==> src/rtl/mem_access_unit_if.sv <==
// Request/response handshake with the control FSM plus the valid/ack memory bus.
// The slave modport is the access unit; the master modport is the FSM/memory side.
interface mem_access_unit_if;
   logic        req_valid;
   logic        req_ready;
   logic        req_write;
   logic [31:0] req_addr;
   logic [31:0] req_wdata;
   logic [2:0]  req_funct3;
   logic        resp_valid;
   logic        resp_err;
   logic [31:0] resp_rdata;
   logic        mem_req;
   logic        mem_we;
   logic [31:0] mem_addr;
   logic [3:0]  mem_be;
   logic [31:0] mem_wdata;
   logic        mem_ack;
   logic [31:0] mem_rdata;

   modport slave (
      input  req_valid, req_write, req_addr, req_wdata, req_funct3, mem_ack, mem_rdata,
      output req_ready, resp_valid, resp_err, resp_rdata,
             mem_req, mem_we, mem_addr, mem_be, mem_wdata
   );

   modport master (
      output req_valid, req_write, req_addr, req_wdata, req_funct3, mem_ack, mem_rdata,
      input  req_ready, resp_valid, resp_err, resp_rdata,
             mem_req, mem_we, mem_addr, mem_be, mem_wdata
   );
endinterface

==> src/rtl/mem_access_unit.sv <==
// RV32I load/store stage: alignment, byte enables, extension, valid/ack memory handshake.
// Latency accept+2 on zero-wait ack (errors accept+1); one request in flight, req_ready only in IDLE.
module mem_access_unit #(
   parameter int unsigned TIMEOUT_CYCLES = 255
) (
   input  logic              clk,
   input  logic              reset,
   mem_access_unit_if.slave  bus
);

   localparam logic [7:0] TMO_LIMIT = 8'(TIMEOUT_CYCLES);

   typedef enum logic [1:0] {
      S_IDLE,
      S_WAIT,
      S_DONE
   } state_t;

   typedef struct packed {
      logic        we;
      logic [31:0] addr;
      logic [3:0]  be;
      logic [31:0] wdata;
   } mem_cmd_t;

   state_t      state;
   mem_cmd_t    cmd_q;
   mem_cmd_t    cmd_next;
   logic        mem_req_q;
   logic        resp_valid_q;
   logic        resp_err_q;
   logic [31:0] resp_rdata_q;
   logic [7:0]  tmo_cnt;
   logic [1:0]  lane_q;
   logic [2:0]  funct3_q;

   logic        funct3_legal;
   logic        misaligned;
   logic        req_ok;
   logic [31:0] rdata_shifted;
   logic [31:0] load_data;

   // Request decode works on the live request fields; it is only used on the accept cycle.
   always_comb begin
      funct3_legal = 1'b0;
      misaligned   = 1'b0;
      if (bus.req_write) begin
         funct3_legal = (bus.req_funct3 == 3'b000) || (bus.req_funct3 == 3'b001) ||
                        (bus.req_funct3 == 3'b010);
      end else begin
         funct3_legal = (bus.req_funct3 == 3'b000) || (bus.req_funct3 == 3'b001) ||
                        (bus.req_funct3 == 3'b010) || (bus.req_funct3 == 3'b100) ||
                        (bus.req_funct3 == 3'b101);
      end
      case (bus.req_funct3[1:0])
         2'b01:   misaligned = bus.req_addr[0];
         2'b10:   misaligned = (bus.req_addr[1:0] != 2'b00);
         default: misaligned = 1'b0;
      endcase
      req_ok = funct3_legal && !misaligned;
   end

   always_comb begin
      cmd_next.we    = bus.req_write;
      cmd_next.addr  = {bus.req_addr[31:2], 2'b00};
      cmd_next.be    = 4'b1111;
      cmd_next.wdata = bus.req_wdata;
      if (bus.req_write) begin
         case (bus.req_funct3[1:0])
            2'b00: begin
               cmd_next.be    = 4'b0001 << bus.req_addr[1:0];
               cmd_next.wdata = {4{bus.req_wdata[7:0]}};
            end
            2'b01: begin
               cmd_next.be    = 4'b0011 << {bus.req_addr[1], 1'b0};
               cmd_next.wdata = {2{bus.req_wdata[15:0]}};
            end
            default: ;
         endcase
      end
   end

   always_comb begin
      rdata_shifted = bus.mem_rdata >> {lane_q, 3'b000};
      case (funct3_q)
         3'b000:  load_data = {{24{rdata_shifted[7]}}, rdata_shifted[7:0]};
         3'b001:  load_data = {{16{rdata_shifted[15]}}, rdata_shifted[15:0]};
         3'b100:  load_data = {24'h0, rdata_shifted[7:0]};
         3'b101:  load_data = {16'h0, rdata_shifted[15:0]};
         default: load_data = rdata_shifted;
      endcase
   end

   always_ff @(posedge clk) begin
      if (reset) begin
         state        <= S_IDLE;
         cmd_q        <= '0;
         mem_req_q    <= 1'b0;
         resp_valid_q <= 1'b0;
         resp_err_q   <= 1'b0;
         resp_rdata_q <= '0;
         tmo_cnt      <= '0;
         lane_q       <= '0;
         funct3_q     <= '0;
      end else begin
         case (state)
            S_IDLE: begin
               resp_valid_q <= 1'b0;
               resp_err_q   <= 1'b0;
               if (bus.req_valid) begin
                  tmo_cnt      <= '0;
                  lane_q       <= bus.req_addr[1:0];
                  funct3_q     <= bus.req_funct3;
                  resp_rdata_q <= '0;
                  if (req_ok) begin
                     cmd_q     <= cmd_next;
                     mem_req_q <= 1'b1;
                     state     <= S_WAIT;
                  end else begin
                     resp_valid_q <= 1'b1;
                     resp_err_q   <= 1'b1;
                     state        <= S_DONE;
                  end
               end
            end
            S_WAIT: begin
               // An ack on the limit cycle wins over the timeout.
               if (bus.mem_ack) begin
                  mem_req_q    <= 1'b0;
                  resp_valid_q <= 1'b1;
                  resp_err_q   <= 1'b0;
                  resp_rdata_q <= cmd_q.we ? 32'h0 : load_data;
                  state        <= S_DONE;
               end else if (tmo_cnt == TMO_LIMIT) begin
                  mem_req_q    <= 1'b0;
                  resp_valid_q <= 1'b1;
                  resp_err_q   <= 1'b1;
                  resp_rdata_q <= '0;
                  state        <= S_DONE;
               end else begin
                  tmo_cnt <= tmo_cnt + 8'd1;
               end
            end
            S_DONE: begin
               resp_valid_q <= 1'b0;
               resp_err_q   <= 1'b0;
               state        <= S_IDLE;
            end
            default: state <= S_IDLE;
         endcase
      end
   end

   assign bus.req_ready  = (state == S_IDLE) && !reset;
   assign bus.resp_valid = resp_valid_q;
   assign bus.resp_err   = resp_err_q;
   assign bus.resp_rdata = resp_rdata_q;
   assign bus.mem_req    = mem_req_q;
   assign bus.mem_we     = cmd_q.we;
   assign bus.mem_addr   = cmd_q.addr;
   assign bus.mem_be     = cmd_q.be;
   assign bus.mem_wdata  = cmd_q.wdata;

endmodule

==> src/flat_wrapper.sv <==
// flat-port wrapper written by rule: the top's interface ports become plain ports
module mem_access_unit_flat 
#(
   parameter int unsigned TIMEOUT_CYCLES = 255
)
  (clk, reset, bus_req_valid, bus_req_write, bus_req_addr, bus_req_wdata, bus_req_funct3, bus_mem_ack, bus_mem_rdata, bus_req_ready, bus_resp_valid, bus_resp_err, bus_resp_rdata, bus_mem_req, bus_mem_we, bus_mem_addr, bus_mem_be, bus_mem_wdata);
  mem_access_unit_if bus_i ();
  input  logic clk;
  input  logic reset;
  input wire logic [$bits(bus_i.req_valid)-1:0] bus_req_valid;
  input wire logic [$bits(bus_i.req_write)-1:0] bus_req_write;
  input wire logic [$bits(bus_i.req_addr)-1:0] bus_req_addr;
  input wire logic [$bits(bus_i.req_wdata)-1:0] bus_req_wdata;
  input wire logic [$bits(bus_i.req_funct3)-1:0] bus_req_funct3;
  input wire logic [$bits(bus_i.mem_ack)-1:0] bus_mem_ack;
  input wire logic [$bits(bus_i.mem_rdata)-1:0] bus_mem_rdata;
  output wire logic [$bits(bus_i.req_ready)-1:0] bus_req_ready;
  output wire logic [$bits(bus_i.resp_valid)-1:0] bus_resp_valid;
  output wire logic [$bits(bus_i.resp_err)-1:0] bus_resp_err;
  output wire logic [$bits(bus_i.resp_rdata)-1:0] bus_resp_rdata;
  output wire logic [$bits(bus_i.mem_req)-1:0] bus_mem_req;
  output wire logic [$bits(bus_i.mem_we)-1:0] bus_mem_we;
  output wire logic [$bits(bus_i.mem_addr)-1:0] bus_mem_addr;
  output wire logic [$bits(bus_i.mem_be)-1:0] bus_mem_be;
  output wire logic [$bits(bus_i.mem_wdata)-1:0] bus_mem_wdata;
  assign bus_i.req_valid = bus_req_valid;
  assign bus_i.req_write = bus_req_write;
  assign bus_i.req_addr = bus_req_addr;
  assign bus_i.req_wdata = bus_req_wdata;
  assign bus_i.req_funct3 = bus_req_funct3;
  assign bus_i.mem_ack = bus_mem_ack;
  assign bus_i.mem_rdata = bus_mem_rdata;
  assign bus_req_ready = bus_i.req_ready;
  assign bus_resp_valid = bus_i.resp_valid;
  assign bus_resp_err = bus_i.resp_err;
  assign bus_resp_rdata = bus_i.resp_rdata;
  assign bus_mem_req = bus_i.mem_req;
  assign bus_mem_we = bus_i.mem_we;
  assign bus_mem_addr = bus_i.mem_addr;
  assign bus_mem_be = bus_i.mem_be;
  assign bus_mem_wdata = bus_i.mem_wdata;
  mem_access_unit #(.TIMEOUT_CYCLES(TIMEOUT_CYCLES)) u_core (.clk(clk), .reset(reset), .bus(bus_i));
endmodule
==> config.mk <==
export PLATFORM = sky130hd
export DESIGN_NAME = mem_access_unit_flat
export DESIGN_NICKNAME = d
export VERILOG_FILES = /design/src/rtl/mem_access_unit_if.sv /design/src/rtl/mem_access_unit.sv /design/src/flat_wrapper.sv
export SDC_FILE = /design/constraint.sdc
export NUM_CORES = 1
export LEC_CHECK = 0
export BUFFER_PORTS_ARGS = -buffer_cell sky130_fd_sc_hd__buf_2
export CELL_PAD_IN_SITES_DETAIL_PLACEMENT = 0
export CELL_PAD_IN_SITES_GLOBAL_PLACEMENT = 1
export CORE_ASPECT_RATIO = 0.75
export CORE_MARGIN = 4
export CORE_UTILIZATION = 35
export DETAILED_ROUTE_END_ITERATION = 12
export PLACE_DENSITY = 0.85
export RECOVER_POWER = 100
export SLEW_MARGIN = 40
export SYNTH_ARGS = -nofsm -noshare
export SYNTH_HDL_FRONTEND = slang
export SYNTH_SLANG_ARGS = --single-unit
==> constraint.sdc <==
create_clock -name clk -period 2.57 [get_ports clk]
set_clock_uncertainty 0.15 [all_clocks]
set_input_delay 0.514 -clock clk [delete_from_list [all_inputs] [get_ports clk]]
set_output_delay 0.514 -clock clk [all_outputs]
set_load 0.005 [all_outputs]
==> After elaboration in Yosys (flattened, before gate mapping) <==
Cells that the tools add are included.
{ "word_totals": {"register_bits": 117, "output_inout_bits": 105, "elab_cells": 86} }
{ "op_classes": {"shifts": 3, "n_eq_ne": 17, "n_addsub": 1, "mux": 31, "n_reduce_logical": 22} }
{ "ops": {"columns": ["cell", "n"], "rows": [
  ["two-way mux 32 bit", 4],
  ["one-hot mux 32 bit (4 select lines)", 1],
  ["one-hot mux 36 bit (2 select lines)", 1],
  ["one-hot mux 32 bit (2 select lines)", 1],
  ["two-way mux 36 bit", 1],
  ["right shift 32 x 5 -> 32 bit", 1],
  ["two-way mux 8 bit", 3],
  ["one-hot mux 8 bit (2 select lines)", 1],
  ["equality test 3 bit, second input constant", 4],
  ["two-way mux 1 bit", 10],
  ["adder 8 x 1 -> 8 bit, second input constant", 1],
  ["equality test 8 bit, second input constant", 1],
  ["two-way mux 2 bit", 4],
  ["AND reduction 4 bit", 2],
  ["equality test 3 x 1 -> 1 bit, second input constant", 2],
  ["logical NOT 3 bit", 2],
  ["inequality test 2 bit, second input constant", 3],
  ["one-hot mux 1 bit (3 select lines)", 2],
  ["AND reduction 2 bit", 3],
  ["AND reduction 3 bit", 2],
  ["equality test 2 x 1 -> 1 bit, second input constant", 2],
  ["equality test 2 bit, second input constant", 2],
  ["logical NOT 2 bit", 2],
  ["logical OR 1 bit", 4],
  ["other kinds (11)", 15]
]} }

==> Logic depth before layout (Yosys ltp) <==
Gate-level depths: netlist (run 1).
{ "depth": {"ltp_word": 10, "ltp_mapped": 11} }

==> Least setup slack after synthesis (run 1) <==
OpenSTA, ideal clock, no wires.
{ "synth_path": {"path_kind": "input to register", "startpoint": "input bus_req_funct3[0]", "endpoint": "register u_core.cmd_q (netlist bit u_core.bus.mem_we)", "setup_slack_ns": 0.442, "required_time_ns": 2.350, "t_arrival_ns": 1.907, "cell_stages": 10, "n_path_buf": 3, "setup_time_ns": 0.070, "path_cell_list": "inv_1 -> ha_1 -> o211a_1 -> a31oi_2 -> and3b_1 -> buf_2 -> buf_6 -> buf_4 -> nand2_1 -> a21oi_1"} }
{ "synth_between": {"elab_chain_len": 8, "elab_cells_between_ends": 16} }
{ "synth_rtl": {"columns": ["element", "line_no", "text"], "rows": [
  ["start: declaration", "flat_wrapper.sv:14", "input wire logic [$bits(bus_i.req_funct3)-1:0] bus_req_funct3;"],
  ["equality test 3 x 1 -> 1 bit / logical NOT 3 bit (equally long branches)", "mem_access_unit.sv:48, mem_access_unit.sv:51", null],
  ["logical OR 1 bit (2 in a row)", "mem_access_unit.sv:48, mem_access_unit.sv:51", null],
  ["logical OR 1 bit (2 in a row)", "mem_access_unit.sv:52", "(bus.req_funct3 == 3'b010) || (bus.req_funct3 == 3'b100) ||"],
  ["two-way mux 1 bit", "mem_access_unit.sv:47", "if (bus.req_write) begin"],
  ["logical AND 1 bit *", "mem_access_unit.sv:60", "req_ok = funct3_legal && !misaligned;"],
  ["AND reduction 3 bit (no source line) *", null, null],
  ["end signal: assignment", "mem_access_unit.sv:116", "cmd_q <= cmd_next;"],
  ["end: declaration", "mem_access_unit.sv:27", "mem_cmd_t cmd_q;"]
]} }
Mark *: on every way between the ends. The rest lies on a longest branch, timed or not.
A chain may end at the register's enable or synchronous reset.

==> Worst setup path in the final report (run 1) <==
{ "layout_path": {"startpoint": "input bus_req_funct3[0]", "endpoint": "register u_core.cmd_q (netlist bit u_core.bus.mem_be[3])"} }
{ "layout_between": {"elab_chain_len": 8, "elab_cells_between_ends": 19} }
{ "layout_rtl": {"columns": ["element", "line_no"], "rows": [
  ["equality test 3 x 1 -> 1 bit / logical NOT 3 bit (equally long branches)", "mem_access_unit.sv:48, mem_access_unit.sv:51"],
  ["logical OR 1 bit (2 in a row)", "mem_access_unit.sv:48, mem_access_unit.sv:51"],
  ["logical OR 1 bit (2 in a row)", "mem_access_unit.sv:52"],
  ["two-way mux 1 bit", "mem_access_unit.sv:47"],
  ["logical AND 1 bit", "mem_access_unit.sv:60"],
  ["AND reduction 3 bit (no source line)", null]
]} }
Several ways; a longest one is shown, not always the timed one.

==> results of run 1 <==
[cells in the final DEF, fill, tap and decap left out, types with 12 or more instances in the layout]
master	n
a22o_1	16
a21oi_1	58
nor2_1	66
clkbuf_16	17
nand2_1	124
clkbuf_1	67
o21ai_0	12
buf_4	18
a211o_1	15
buf_2	139
mux2i_1	26
dfxtp_1	117
a211oi_1	12
a311oi_1	19
[sequential cells by signal, indices dropped and copies added, names as in the netlist]
register               flops
u_core.bus.mem_we          1
u_core.bus.mem_req         1
u_core.bus.resp_err        1
u_core.lane_q              2
u_core.bus.mem_addr       30
u_core.tmo_cnt             8
u_core.bus.mem_wdata      32
u_core.bus.resp_rdata     32
u_core.state               2
u_core.bus.mem_be          4
u_core.funct3_q            3
u_core.bus.resp_valid      1
[through the flow]
step / area [um^2] / worst slack, ns / std cells / power [mW] / hold slack, ns
finish: 6940 / 0.296 / 1019 / 5.21 / 0.196
global route: 6940 / 0.134 / 1019 / 5.45 / 0.176
CTS: 7040 / 0.353 / 1019 / 5.29 / 0.171
detailed placement: 6430 / 0.0813 / 987 / 2.82 / 0.294
global placement: 6430 / 0.141 / 987 / 2.82 / 0.289
floorplan: 5220 / 0.442 / 606 / 2.50 / 0.303
[critical path: stages]
cell	delay, ns
buf_2	0.11
inv_1	0.06
ha_1	0.23
o211a_1	0.23
a31oi_1	0.27
and3b_1	0.30
clkbuf_1	0.41
nor2_1	0.08
a311oi_1	0.23
[how the worst max path moves through the flow]
stage	startpoint	endpoint	slack, ns	cells after the start
finish	bus_req_funct3[0]	u_core.bus.mem_be[3]	0.30	9
global route	bus_req_funct3[0]	u_core.bus.mem_be[3]	0.13	9
CTS	u_core.state[1]	bus_req_ready	0.35	5
detailed placement	bus_req_funct3[0]	u_core.bus.mem_wdata[21]	0.08	9
global placement	bus_req_funct3[0]	u_core.bus.mem_wdata[21]	0.14	9
floorplan	bus_req_funct3[0]	u_core.bus.mem_we	0.44	10
[cells by family (layout without fill, tap and decap cells)]
| group | count (synthesis) | count (layout) |
|---|---|---|
| multiplexers | 29 | 29 |
| flip-flops | 117 | 117 |
| other | 1 | 2 |
| AND/OR/NAND/NOR | 232 | 232 |
| AO/OA/AOI/OAI | 160 | 160 |
| XOR/XNOR | 4 | 4 |
| adder cells (fa/ha/maj) | 7 | 7 |
| buffers and inverters | 55 | 268 |
[layout make-up]
type	count	area (um^2)
Multi-Input combinational cell	434	2570
Sequential cell	117	2340
Fill cell	1487	7610
Inverter	8	30.0
Clock buffer	18	439
Clock inverter	14	176
Timing Repair Buffer	228	1130
Tap cell	200	250
[power breakdown]
group          total [mW]  switching, mW  internal [mW]
Combinational       0.776          0.455          0.320
Clock                2.44          0.884           1.56
Sequential           1.99         0.0635           1.92
[metal layers]
layer	up-vias	GRT usage	share of wire
met1	2304	0.261	0.48
met4	0	0.0628	0.018
li1	2529	-	-
met5	-	0	0
met3	21	0.0449	0.062
met2	159	0.269	0.44
==> metrics.yaml, run 1 <==
floorplanning:
  design.die.area_um2: 16900
  start_util: 0.358
  chipWidth_um: 149
  core_area_um2: 14500
  io_pins: 209
  die_h_um: 114
  row_count: 38
cts:
  cts.sinks: 117
  insertion_delay_ns: 0.40
  clock_path_buffers: 2
  cts_buffers: 17
  tritoncts: "done"
  path_clk_slew_ns: 0.06
  cts_hold_buf: 0
  clockRootBuffer: "clkbuf_16"
  ctsResizeCount: 0
  post_cts_buffers: 0
  cts.htree.levels: 4
run_status:
  status: "completed"
grt:
  grtUsageTotal: 0.182
  antenna_found_initial: 0
  overflow: 0
  grt_pass1_vias: 4635
  grt_pass1_wl_um: 24600
  grt_max_degree: 92
run:
  max_cap_violations: 0
timing:
  clock.fmax_mhz: 440
  final-setup-viol-count: 0
  worst_pin_slew_ns: 0.834
  rsz0062_at_grt: "no"
  period_minus_slack_ns: 2.27
  fin_crit_sh: 0.885
  hold_viol: 0
  setup_tns_ns: 0
  relSlewSlack: 0.440
  slew_violations: 0
final_layout:
  antennaDiodeCount: 0
  drive_above_1_share: 0.248
  syn_to_final_growth_pct: 33.2
  nNetsFinal: 917
  final_util: 0.477
critical_path:
  cp.arrival_ns: 2.43
  critPathCaptureType: "flip-flop"
  critPathRequiredTime_ns: 2.73
  reg2reg_setup_slack_ns: 0.35
  rr_worst_depth: 7
  start_kind: "input pin"
  worstSetupPathType: "input pin to flip-flop"
  crit_path_max_fanout: 9
  reg2reg_to: "u_core.bus.resp_rdata[26]"
  regToRegStartpoint: "u_core.state[1]"
logic_synthesis:
  yosys.area_share.simple: 0.196
  ys_seq_area_frac: 0.449
  synth_area_um2: 5210
  synth_top_family_by_area: "compound AO/OA/AOI/OAI gates"
  avgSynthCellArea_um2: 8.61
  synth.area.top_cells: "dfxtp_1, nand2_1, a21oi_1"
  synth-edff-count: 0
  synthMuxAreaShare: 0.0569
  yosysTopAreaCellShare: 0.449
  async_flop_share: 0
  ys_ff_latch: 117
  yosysMostFrequentCell: "nand2_1"
  synthAdderAreaFrac: 0.0168
  synth_compound_area_frac: 0.216
  synth_flop_cell: "dfxtp_1"
  ys_types: 49
  yosysWarnings: 0
  yosysTopAreaCell: "dfxtp_1"
  synth_xor_area_frac: 0.00672
  syn_inst: 605
  ys_top_cells_by_count: "nand2_1, dfxtp_1, nor2_1"
routing:
  drt_iter0_drc: 407
  viasPerCell: 4.92
  drt-wirelength-per-cell_um: 15.8
  vias: 5013
  drc: 0
  routed_wl_um: 16100
  drtPass1Iterations: 6
  detail-route-antenna-nets: 0
power_and_ir_drop:
  p_leak_nw: 2.97
  power_density_nw_per_um2: 750
  ir_worst_vdd_v: 0.000470
min_path:
  hold_path_class: "input pin to flip-flop"
  hold_end: "u_core.bus.mem_addr[2]"
  hp-start: "bus_req_addr[2]"
  whs_path_depth: 3
place:
  place.gp.congestion: 0.890
  hpwl_um: 11900
  io_buffer_count: 206
(Power assumes the default switching activity.)
==> inputs of run 2 (changes only) <==
CELL_PAD_IN_SITES_DETAIL_PLACEMENT = default   (was 0)
CELL_PAD_IN_SITES_GLOBAL_PLACEMENT = default   (was 1)
CORE_UTILIZATION = 49   (was 35)
PLACE_DENSITY = 0.86   (was 0.85)
==> run 2 against run 1 <==
Net effect:
- final cell count is 6.4% lower
- sequential cell count stayed put
- worst setup slack worse by 0.083 ns
- sequential power hardly changed
- fmax is 3.5% lower
- highest routed layer unchanged
- largest power group unchanged
- worst hold slack worse by 0.0037 ns
- non-clock buffer count is 2 lower
- sequential share of layout area is 0.52 points higher
- routed wire length is 4.9% lower
- critical path depth is 4 lower
- count of clock-buffer cells in the layout is 1 higher
- critical path type is now flip-flop to output port
==> metrics.yaml, run 2 (synthesized netlist as in run 1, its figures left out) <==
grt:
  grt_pass1_wl_um: 24700  # +0.22%
  antenna_found_initial: 1  # +1
  grt_max_degree: 92  # unchanged
  grtUsageTotal: 0.244  # +0.0613
  grt_pass1_vias: 4867  # +5.0%
  overflow: 0  # unchanged
floorplanning:
  row_count: 32  # -16%
  start_util: 0.504  # +0.146
  die_h_um: 97.3  # -14%
  chipWidth_um: 127  # -15%
  design.die.area_um2: 12400  # -27%
  core_area_um2: 10300  # -29%
  io_pins: 209  # unchanged
min_path:
  hold_end: "u_core.bus.mem_addr[20]"
  hold_path_class: "input pin to flip-flop"
  hp-start: "bus_req_addr[20]"
  whs_path_depth: 3  # unchanged
cts:
  ctsResizeCount: 0  # unchanged
  cts.sinks: 117  # unchanged
  clock_path_buffers: 2  # unchanged
  insertion_delay_ns: 0.40  # about the same
  post_cts_buffers: 0  # unchanged
  cts_buffers: 17  # unchanged
  cts_hold_buf: 0  # unchanged
  clockRootBuffer: "clkbuf_16"
  cts.htree.levels: 4  # unchanged
  tritoncts: "done"
  path_clk_slew_ns: 0.06  # about the same
timing:
  relSlewSlack: 0.634  # +0.194
  period_minus_slack_ns: 2.36  # +0.0826 ns
  rsz0062_at_grt: "no"
  final-setup-viol-count: 0  # unchanged
  clock.fmax_mhz: 424  # -3.5%
  hold_viol: 0  # unchanged
  fin_crit_sh: 0.917  # +0.0321
  slew_violations: 0  # unchanged
  worst_pin_slew_ns: 0.547  # -0.287 ns
  setup_tns_ns: 0  # unchanged
power_and_ir_drop:
  ir_worst_vdd_v: 0.000490  # +4.3%
  fin_total_pwr_mw: 5.08  # -2.3%
  power_density_nw_per_um2: 744  # -0.81%
  p_leak_nw: 2.97  # -0.12%
final_layout:
  fin_cells: 954  # -6.4%
  fin_area_um2: 6830  # -1.5%
  syn_to_final_growth_pct: 31.1
  nNetsFinal: 915  # -0.22%
  final_common_cell: "buf_2"
  drive_above_1_share: 0.251  # +0.00305
  fillCellCount: 880  # -41%
  final_cell_mix: "buf_2, nand2_1, dfxtp_1"
critical_path:
  worstSetupPathType: "flip-flop to output port"
  slowest_delay_ns: 0.33  # -0.08 ns
  cp.arrival_ns: 1.69  # -0.74 ns
  regToRegStartpoint: "u_core.state[1]"
  rr_worst_depth: 7  # unchanged
  critPathRequiredTime_ns: 1.91  # -0.82 ns
  critPathCaptureType: "output port"
  crit_path_max_fanout: 9  # unchanged
  path_cells: "inv_1 -> ha_1 -> clkbuf_1 -> nor2b_1 -> buf_2"
  reg2reg_to: "u_core.bus.resp_rdata[24]"
  start_kind: "flip-flop"
  crit_slowest_cell: "dfxtp_1"
  reg2reg_setup_slack_ns: 0.31  # -0.04 ns
routing:
  drtPass1Iterations: 5  # -1
  drc: 0  # unchanged
  viasPerCell: 5.39  # +9.5%
  vias: 5141  # +2.6%
  drt_iter0_drc: 411  # +0.98%
  detail-route-antenna-nets: 0  # unchanged
  drt-wirelength-per-cell_um: 16.0  # +1.6%
  routed_wl_um: 15300  # -4.9%
place:
  hpwl_um: 11200  # -5.7%
  io_buffer_count: 206  # unchanged
  dp.cells: 921  # -6.7%
  dpl_cell_area_um2: 6350  # -1.2%
  place.gp.congestion: 0.866  # -2.6%
run:
  max_cap_violations: 0  # unchanged
run_status:
  status: "completed"
run 2: report_power, final:
part | switching, mW | leakage [nW] | total [mW] | internal [mW]
clock | 0.858 | 0.281 | 2.32 | 1.46
combinational | 0.454 | 1.73 | 0.774 | 0.319
sequential | 0.0658 | 0.952 | 1.99 | 1.92
run 2: critical path: cells and delay by family (launching register included):
family | cells | cell delay [ns]
buffers and inverters | 3 | 0.55
flip-flops | 1 | 0.33
adder cells (fa/ha/maj) | 1 | 0.22
AND/OR/NAND/NOR | 1 | 0.20
run 2: stage by stage:
| stage | worst slack (ns) | hold WS [ns] | util |
|---|---|---|---|
| 2_1_floorplan | 0.442 | 0.303 | - |
| 3_3_place_gp | 0.187 | 0.287 | 0.615 |
| 3_5_place_dp | 0.0918 | 0.293 | 0.615 |
| 4_1_cts | 0.356 | 0.175 | 0.672 |
| 5_1_grt | 0.131 | 0.191 | 0.662 |
| 6_report | 0.214 | 0.192 | 0.662 |
run 2: worst max-delay path by stage:
stage / endpoint / cells after the start / from / slack (ns)
after CTS: bus_req_ready / 5 / u_core.state[0] / 0.36
after detailed placement: u_core.bus.mem_wdata[10] / 9 / bus_req_funct3[0] / 0.09
after floorplan: u_core.bus.mem_we / 10 / bus_req_funct3[0] / 0.44
final: bus_req_ready / 5 / u_core.state[1] / 0.21
after global placement: u_core.bus.mem_wdata[27] / 9 / bus_req_funct3[0] / 0.19
after global routing: u_core.bus.resp_rdata[31] / 7 / u_core.state[1] / 0.13
run 2: cell type report:
| class | count | area [um^2] | area share |
|---|---|---|---|
| well taps | 136 | 170 | 0.0249 |
| diodes | 1 | 2.50 | 0.000366 |
| clock buffers | 19 | 443 | 0.0648 |
| inverters | 8 | 30.0 | 0.00439 |
| clock inverters | 13 | 149 | 0.0218 |
| flip-flops and latches | 117 | 2340 | 0.343 |
| multi-input cells | 434 | 2570 | 0.376 |
| repair buffers | 226 | 1130 | 0.165 |
run 2: metal layers:
| layer | up-vias | track usage | part of all wire |
|---|---|---|---|
| met5 | - | 0 | 0 |
| met4 | 0 | 0.0808 | 0.014 |
| met3 | 21 | 0.0505 | 0.064 |
| met2 | 189 | 0.372 | 0.46 |
| met1 | 2393 | 0.344 | 0.46 |
| li1 | 2538 | - | - |
==> inputs of run 3 (changes only) <==
PLACE_DENSITY = 0.82   (was 0.86)
==> run 3 against run 2 <==
Net effect:
- clock power fell by 2%
- register-to-register slack got worse by 0.08 ns
- critical path depth rose by 2
- highest routed layer unchanged
- worst setup slack improved by 0.018 ns
- routed wire length rose by 2.2%
- design area fell by 0.55%
- power fell by 1.1%
- sequential share of layout area rose by 0.19 points
- fmax rose by 0.76%
- worst hold slack got worse by 0.0028 ns
==> metrics.yaml, run 3 (synthesized netlist as in run 1, its figures left out) <==
floorplanning:
  io_pins: 209  # unchanged
  start_util: 0.504  # unchanged
  design.die.area_um2: 12400  # unchanged
  row_count: 32  # unchanged
  core_area_um2: 10300  # unchanged
  chipWidth_um: 127  # unchanged
  die_h_um: 97.3  # unchanged
power_and_ir_drop:
  pwr-share-clk: 0.451  # -0.006
  ir_worst_vdd_v: 0.000638  # +30%
  power_density_nw_per_um2: 740  # -0.59%
  pwr-share-comb: 0.153  # about the same
  intPower_mw: 3.70  # -0.25%
  p_switching_mw: 1.33  # -3.5%
  p_leak_nw: 3.01  # +1.5%
  seq_power_share: 0.396  # +0.005
  p_sw_frac: 0.265  # -0.00657
  fin_total_pwr_mw: 5.03  # -1.1%
critical_path:
  path_buf_inv: 1  # -2
  start_kind: "flip-flop"
  worstSetupPathType: "flip-flop to flip-flop"
  cp.arrival_ns: 2.54  # +0.85 ns
  slowest_delay_ns: 0.37  # +0.04 ns
  critPathCaptureType: "flip-flop"
  path_cells: "inv_1 -> ha_1 -> nor2b_2 -> nor4_4 -> nand3b_2 -> nor2_4 -> a221o_1"
  crit_path_max_fanout: 12  # +3
  crit_slowest_cell: "dfxtp_1"
  cp_top_family: "simple AND/OR/NAND/NOR gates"
  critPathRequiredTime_ns: 2.77  # +0.86 ns
cts:
  tritoncts: "done"
  post_cts_buffers: 0  # unchanged
  cts_buffers: 17  # unchanged
  insertion_delay_ns: 0.41  # about the same
  cts.htree.levels: 4  # unchanged
  path_clk_slew_ns: 0.06  # about the same
  clockRootBuffer: "clkbuf_16"
  ctsResizeCount: 0  # unchanged
  cts.sinks: 117  # unchanged
  clock_path_buffers: 2  # unchanged
  cts_hold_buf: 0  # unchanged
grt:
  grtUsageTotal: 0.248  # +0.00373
  grtUsageMet2: 0.403  # +0.0313
  overflow: 0  # unchanged
  grt_pass1_vias: 4885  # +0.37%
  antenna_found_initial: 0  # -1
  grt-busiest-layer: "met2"
  met3_usage: 0.0632  # +0.0126
  grt_use_met1: 0.323  # -0.0212
  grt_pass1_wl_um: 24900  # +0.81%
  grt_max_degree: 48  # -48%
place:
  io_buffer_count: 206  # unchanged
  hpwl_um: 11700  # +4.2%
  dpl_cell_area_um2: 6310  # -0.59%
  place.gp.congestion: 0.877  # +1.3%
  dp.cells: 921  # unchanged
run:
  max_cap_violations: 0  # unchanged
timing:
  rsz0062_at_grt: "no"
  final-setup-viol-count: 0  # unchanged
  hold_viol: 0  # unchanged
  relSlewSlack: 0.429  # -0.205
  period_minus_slack_ns: 2.34  # -0.0177 ns
  clock.fmax_mhz: 428  # +0.76%
  setup_tns_ns: 0  # unchanged
  fin_crit_sh: 0.910  # -0.00688
  worst_pin_slew_ns: 0.850  # +0.303 ns
  slew_violations: 0  # unchanged
routing:
  detail-route-antenna-nets: 0  # unchanged
  drc: 0  # unchanged
  drtPass1Iterations: 4  # -1
  routed_wl_um: 15600  # +2.2%
  viasPerCell: 5.51  # +2.2%
  drt-wirelength-per-cell_um: 16.4  # +2.4%
  drt_iter0_drc: 362  # -12%
  vias: 5242  # +2.0%
final_layout:
  fin_area_um2: 6800  # -0.55%
  final_cell_mix: "buf_2, nand2_1, dfxtp_1"
  syn_to_final_growth_pct: 30.4
  nNetsFinal: 915  # unchanged
  final_util: 0.658  # -0.00363
  antennaDiodeCount: 0  # -1
  final_common_cell: "buf_2"
  fin_cells: 952  # -0.21%
  drive_above_1_share: 0.266  # +0.0150
min_path:
  hold_path_class: "input pin to flip-flop"
run_status:
  status: "completed"
## run 3: stage by stage
stage / hold slack, ns / setup WS (ns)
2_1_floorplan: 0.303 / 0.442
3_3_place_gp: 0.289 / 0.200
3_5_place_dp: 0.295 / 0.127
4_1_cts: 0.183 / 0.299
5_1_grt: 0.190 / 0.0717
6_report: 0.190 / 0.231
## run 3: final cells by class
type / instances / area [um^2]
clock buffer: 21 / 460
clock inverter: 10 / 106
fill: 868 / 3530
inverter: 8 / 30.0
multi-input combinational: 434 / 2560
sequential: 117 / 2340
tap: 136 / 170
timing repair buffer: 226 / 1120
## run 3: power by group through the flow
stage	Combinational, mW	Clock [mW]	Sequential (mW)
floorplan	0.476	0	2.02
global placement	0.759	0	2.02
detailed placement	0.784	0	2.02
CTS	0.790	2.29	1.99
global route	0.852	2.37	2.00
finish	0.771	2.27	1.99
## run 3: final timing paths
check / startpoint / end / slack [ns] / depth (start not counted)
worst max-delay path: u_core.state[0] / u_core.bus.resp_rdata[25] / 0.23 / 7
worst min-delay path: bus_req_addr[25] / u_core.bus.mem_addr[25] / 0.19 / 3
worst max register to register: u_core.state[0] / u_core.bus.resp_rdata[25] / 0.23 / 7
worst min register to register: u_core.bus.mem_addr[17] / u_core.bus.mem_addr[17] / 0.30 / 2
## run 3: per-layer routing
| metal | wire length, um | vias up |
|---|---|---|
| met5 | 0 | - |
| met4 | 223 | 0 |
| met3 | 1130 | 17 |
| met2 | 7510 | 191 |
| met1 | 6750 | 2502 |
| li1 | - | 2532 |
## run 3: tightest hold or removal path, cell delays in order
cell     delay [ns]
buf_2          0.10
nand2_1        0.04
a21oi_1        0.05
